### src/rtl/switch_ingress_arb.sv
// Two-source ingress buffer with round-robin arbitration onto the switch.
// Per-source FIFOs absorb bursts; at most one packet per clock is emitted.
module switch_ingress_arb #(
  parameter int ADDR_WIDTH = 8,
  parameter int DATA_WIDTH = 16,
  parameter int DEPTH      = 4
) (
  input  logic                       clk,
  input  logic                       rst,
  input  logic                       s0_vld,
  output logic                       s0_rdy,
  input  logic [ADDR_WIDTH-1:0]      s0_addr,
  input  logic [DATA_WIDTH-1:0]      s0_data,
  input  logic                       s1_vld,
  output logic                       s1_rdy,
  input  logic [ADDR_WIDTH-1:0]      s1_addr,
  input  logic [DATA_WIDTH-1:0]      s1_data,
  input  logic                       pause,
  output logic                       vld,
  output logic [ADDR_WIDTH-1:0]      addr,
  output logic [DATA_WIDTH-1:0]      data,
  output logic                       src,
  output logic [$clog2(DEPTH):0]     s0_level,
  output logic [$clog2(DEPTH):0]     s1_level
);

  localparam int PW = $clog2(DEPTH);
  localparam int LW = PW + 1;
  localparam logic [LW-1:0] FULL = LW'(DEPTH);

  logic [ADDR_WIDTH-1:0] mem_a [2][DEPTH];
  logic [DATA_WIDTH-1:0] mem_d [2][DEPTH];
  logic [PW-1:0]         wptr  [2];
  logic [PW-1:0]         rptr  [2];
  logic [LW-1:0]         lvl   [2];
  logic [ADDR_WIDTH-1:0] in_a  [2];
  logic [DATA_WIDTH-1:0] in_d  [2];

  logic [1:0] in_vld;
  logic [1:0] rdy;
  logic [1:0] push;
  logic [1:0] pop;
  logic [1:0] elig;
  logic       last_gnt;
  logic       gnt;
  logic       gidx;

  assign in_vld = {s1_vld, s0_vld};
  assign in_a[0] = s0_addr;
  assign in_a[1] = s1_addr;
  assign in_d[0] = s0_data;
  assign in_d[1] = s1_data;

  assign rdy[0] = (lvl[0] != FULL);
  assign rdy[1] = (lvl[1] != FULL);
  assign s0_rdy = rdy[0];
  assign s1_rdy = rdy[1];
  assign s0_level = lvl[0];
  assign s1_level = lvl[1];

  assign push = in_vld & rdy;
  assign elig = {lvl[1] != '0, lvl[0] != '0} & {2{~pause}};

  always_comb begin
    gnt  = |elig;
    gidx = 1'b0;
    unique case (elig)
      2'b11:   gidx = ~last_gnt;
      2'b10:   gidx = 1'b1;
      default: gidx = 1'b0;
    endcase
  end

  assign pop = gnt ? (gidx ? 2'b10 : 2'b01) : 2'b00;

  // Storage carries no reset; validity is tracked by the levels.
  always_ff @(posedge clk) begin
    for (int k = 0; k < 2; k++) begin
      if (push[k]) begin
        mem_a[k][wptr[k]] <= in_a[k];
        mem_d[k][wptr[k]] <= in_d[k];
      end
    end
  end

  always_ff @(posedge clk or posedge rst) begin
    if (rst) begin
      for (int k = 0; k < 2; k++) begin
        wptr[k] <= '0;
        rptr[k] <= '0;
        lvl[k]  <= '0;
      end
      last_gnt <= 1'b1;
      vld      <= 1'b0;
      addr     <= '0;
      data     <= '0;
      src      <= 1'b0;
    end else begin
      for (int k = 0; k < 2; k++) begin
        if (push[k]) wptr[k] <= wptr[k] + PW'(1);
        if (pop[k])  rptr[k] <= rptr[k] + PW'(1);
        unique case ({push[k], pop[k]})
          2'b10:   lvl[k] <= lvl[k] + LW'(1);
          2'b01:   lvl[k] <= lvl[k] - LW'(1);
          default: lvl[k] <= lvl[k];
        endcase
      end
      vld <= gnt;
      if (gnt) begin
        last_gnt <= gidx;
        src      <= gidx;
        addr     <= mem_a[gidx][rptr[gidx]];
        data     <= mem_d[gidx][rptr[gidx]];
      end else begin
        addr <= '0;
        data <= '0;
      end
    end
  end

endmodule

### config.mk
export PLATFORM = sky130hd
export DESIGN_NAME = switch_ingress_arb
export DESIGN_NICKNAME = d
export VERILOG_FILES = /design/src/rtl/switch_ingress_arb.sv
export SDC_FILE = /design/constraint.sdc
export NUM_CORES = 1
export LEC_CHECK = 0
export BUFFER_PORTS_ARGS = -buffer_cell sky130_fd_sc_hd__buf_2
export CORE_MARGIN = 2
export CORE_UTILIZATION = 60
export CTS_BUF_LIST = sky130_fd_sc_hd__clkbuf_4
export DETAILED_ROUTE_END_ITERATION = 10
export GPL_TIMING_DRIVEN = 0
export PLACE_DENSITY = 0.9
export SLEW_MARGIN = 20
export SYNTH_ARGS = -nofsm -noshare
export SYNTH_HDL_FRONTEND = slang
export SYNTH_SLANG_ARGS = --single-unit
### constraint.sdc
create_clock -name clk -period 3.7 [get_ports clk]
set_clock_uncertainty 0.05 [all_clocks]
set_input_delay 0.185 -clock clk [delete_from_list [all_inputs] [get_ports clk]]
set_output_delay 0.185 -clock clk [all_outputs]
set_load 0.03 [all_outputs]
==> impl_summary.log <==
INFO  metric skew_pair_late_insertion_delay = 0.66 ns
INFO  metric postCtsSetupRepairBufs = 0
INFO  metric postSynthAreaPerCell = 17.0 um^2
INFO  metric path_category_of_the_worst_min_delay_check = in2reg
INFO  metric relSlewSlack = 42.1%
INFO  metric clock-sinks = 233
INFO  metric timing.critical_path.fanout_max = 5
INFO  metric bufs_on_longest_clock_path = 3
INFO  metric number_of_slew_limit_violations_in_the_final_report = 0
INFO  metric antenna_violations_before_repair = 0
INFO  metric cp_top_family = adder cells
INFO  metric highest_ir_drop_seen_on_vdd = 0.376 mV
INFO  metric cts-buffers-inserted = 54
INFO  metric synth_enable_flop_cells = 192
INFO  metric postLayoutSetupSlackWorst = 0.677 ns
INFO  metric yosysUniqueCellTypes = 40
INFO  metric post-route-util = 73.6%
INFO  metric placed_cell_area = 9860 um^2
INFO  metric first_iter_violations = 522
INFO  metric gr-total-overflow = 0
INFO  metric cts.htree.levels = 2
INFO  metric path_common_cell = xor2_1
INFO  metric drt_pre_antenna_iters = 5
INFO  metric grt_pass1_wl = 32300 um
INFO  metric tritoncts_clock_tree = done
INFO  metric drt-wirelength-per-cell = 22.0 um
INFO  metric detailedPlace.worstSlack = 0.817 ns
INFO  metric dieWidth = 128 um
INFO  metric postCtsHoldBufs = 52
INFO  metric layout_worst_path_cycle_share = 81.7%
INFO  metric worstSetupStartpointType = flip-flop
INFO  metric wirelength = 21200 um
INFO  metric largest_net_degree_at_the_start_of_global_routing = 33
INFO  metric grt_usage = 26.3%
INFO  metric starting_utilization_of_the_core_area = 60.9%
INFO  metric cp_num_buf_inv = 1
INFO  metric path_cells = or3_1 > a211oi_1 > ha_1 > inv_1 > fa_1 > xor2_1 > nor2_1 > xor2_1
INFO  metric antenna-diode-count = 0
INFO  metric path_class = reg2reg
INFO  metric final_net_count = 798
INFO  metric crit_required = 4.19 ns
INFO  metric gp_routability_congestion = 0.902
INFO  metric dp_cells = 813
INFO  metric ys_dominant_reg_cell = edfxtp_1
INFO  metric yosys_warnings = 0
INFO  metric core_footprint = 15000 um^2
INFO  metric die_area = 16300 um^2
INFO  metric synth_nets = 603
INFO  metric layout.cell_area.non_filler = 11100 um^2
INFO  metric leakage = 4.39 nW
INFO  metric ys_async_sr_fraction = 17.6%
INFO  metric power.density = 801 nW/um^2
INFO  metric rsz_0062_raised_after_global_routing = no
INFO  metric endpoint_arrival_time_on_the_critical_path = 3.51 ns
INFO  metric report.final.hold_viol_count = 0
INFO  metric io_pins = 87
INFO  metric drc = 0
INFO  metric netlist_area = 9160 um^2
INFO  metric finish.cell_count_without_fillers = 965
INFO  metric grt_pass1_vias = 5928
INFO  metric cts-resized-gates = 0
INFO  metric cells_after_synth = 538
INFO  metric max-cap-violations = 0
INFO  metric routed_via_density = 6.02
INFO  metric synth_sequential_area_ratio = 74.1%
INFO  metric rows = 45
INFO  metric cts.root.buffer_cell = clkbuf_4
INFO  metric io_buffers = 86
INFO  metric crit_path_max_incr_delay = 0.69 ns
INFO  metric postSynthRegisterBits = 233
INFO  metric dp.final_hpwl = 13100 um
INFO  metric worst_slew_pin_slew = 0.868 ns
INFO  metric area.growth.synth_to_final = 20.8%
INFO  metric post_route_cells_drive_above_1_share = 25.0%
INFO  metric timing.critical_path.to_type = flip-flop
INFO  metric die_y_extent = 128 um
INFO  metric tns = 0 ns
INFO  metric num-fill-cells = 798
INFO  metric drtAntennaViolNets = 0
INFO  metric clkTransAtPathRegs = 0.07 ns
INFO  metric status = complete, no violations
INFO  metric max_freq = 331 MHz
INFO  metric via_count = 5814
INFO  metric cp_slowest_cell = a211oi_1
INFO  metric finalSetupViolations = 0
INFO  metric finalCriticalPeriod = 3.02 ns
==> cell families after synthesis <==
logic type / after synthesis / share of synthesized area, %
XOR/XNOR: 11 / 1.05
AND/OR/NAND/NOR: 80 / 4.11
AO/OA/AOI/OAI: 52 / 4.77
buffers and inverters: 43 / 2.42
flip-flops: 233 / 74.1
adder cells (fa/ha/maj): 12 / 1.80
multiplexers: 107 / 11.7
==> path summary, 6_finish.rpt <==
path                       slack [ns]               startpoint  depth (start not counted)                 endpoint
max                              0.68  s1_level[2]$_DFFE_PP0P_                          8  s0_level[2]$_DFFE_PP0P_
min in group asynchronous        0.54                      rst                          4        data[1]$_DFF_PP0_
max in group asynchronous        2.52                      rst                          5        data[7]$_DFF_PP0_
min                              0.09                    pause                          4     last_gnt$_DFFE_PP1P_
min reg2reg                      0.48      rptr[1]$_DFFE_PP0P_                          1      rptr[1]$_DFFE_PP0P_
max reg2reg                      0.68  s1_level[2]$_DFFE_PP0P_                          8  s0_level[2]$_DFFE_PP0P_
==> power by group <==
group	leakage, nW	internal (mW)	switching (mW)
clock	0.411	1.02	0.996
combinational	1.71	1.09	1.99
sequential	2.27	3.53	0.245
total	4.39	5.64	3.23
==> layout make-up <==
class                   count  area, um^2  share of cell area, %
well taps                 188         235                   2.13
multi-input cells         262        2160                   19.5
flip-flops and latches    233        6790                   61.4
inverters                  17        71.3                  0.644
clock buffers              83         623                   5.63
repair buffers            139         971                   8.77
plain buffers              26         150                   1.36
clock inverters            17        65.1                  0.588
==> flip-flops by register name (all words and copies together) (netlist names), 3 cells and up <==
| name | count |
|---|---|
| wptr | 4 |
| addr | 8 |
| rptr | 4 |
| mem_d | 128 |
| data | 16 |
| s1_level | 3 |
| s0_level | 3 |
| mem_a | 64 |
==> worst register-to-register path, cell delays in order, from the launching register on <==
cell	delay [ns]
dfrtp_1	0.45
or3_1	0.47
a211oi_1	0.69
ha_1	0.32
inv_1	0.07
fa_1	0.39
xor2_1	0.16
nor2_1	0.13
xor2_1	0.19
==> synthesized netlist by cell type, drive strengths merged (2+ instances only) <==
library cell	count	area [um^2]
and3	8	50.1
o221ai	4	35.0
mux2i	105	1050
nand2	45	169
a21oi	4	20.0
o32ai	4	35.0
nor2	5	18.8
nor3	2	15.0
nand2b	8	50.1
and2	2	12.5
buf	11	93.8
fa	2	40.0
inv	17	71.3
dfrtp	40	1000
or3	2	12.5
o31ai	4	30.0
a211oi	5	37.5
o21ai	2	10.0
nand3	2	10.0
mux2	2	22.5
clkbuf	15	56.3
a32o	21	210
ha	10	125
xor2	5	43.8
edfxtp	192	5770
nor2b	5	31.3
xnor2	6	52.6
o22ai	4	25.0
==> placed cells by master (no fill, tap or decap), types with 3 or more instances in the layout <==
cell / count
a32o_1: 21
nand2b_1: 8
buf_2: 90
a21oi_1: 4
clkbuf_1: 15
o31ai_1: 4
xor2_1: 5
o221ai_1: 4
inv_1: 15
buf_12: 3
dlygate4sd3_1: 52
nor2b_1: 5
edfxtp_1: 192
dfrtp_1: 40
clkinv_1: 16
nor2_1: 5
and3_2: 8
a211oi_1: 5
ha_1: 10
nand2_1: 45
o22ai_1: 4
xnor2_1: 6
o32ai_1: 4
mux2i_1: 105
clkbuf_4: 83
==> stage by stage <==
stage,hold WS (ns),total power [mW]
finish,0.0872,8.87
global route,0.0928,9.23
CTS,0.0376,8.79
detailed placement,0.0844,6.74
global placement,0.345,6.58
floorplan,0.234,5.84
==> metal layers <==
layer | GRT usage [%] | vias up | share of wire (%)
met5 | 0 | - | 0
met4 | 10.9 | 0 | 3.3
met3 | 5.32 | 62 | 8.0
met2 | 41.9 | 378 | 48
met1 | 36.1 | 2886 | 41
li1 | - | 2488 | -
Note: power is estimated with default switching activity, not from simulation.
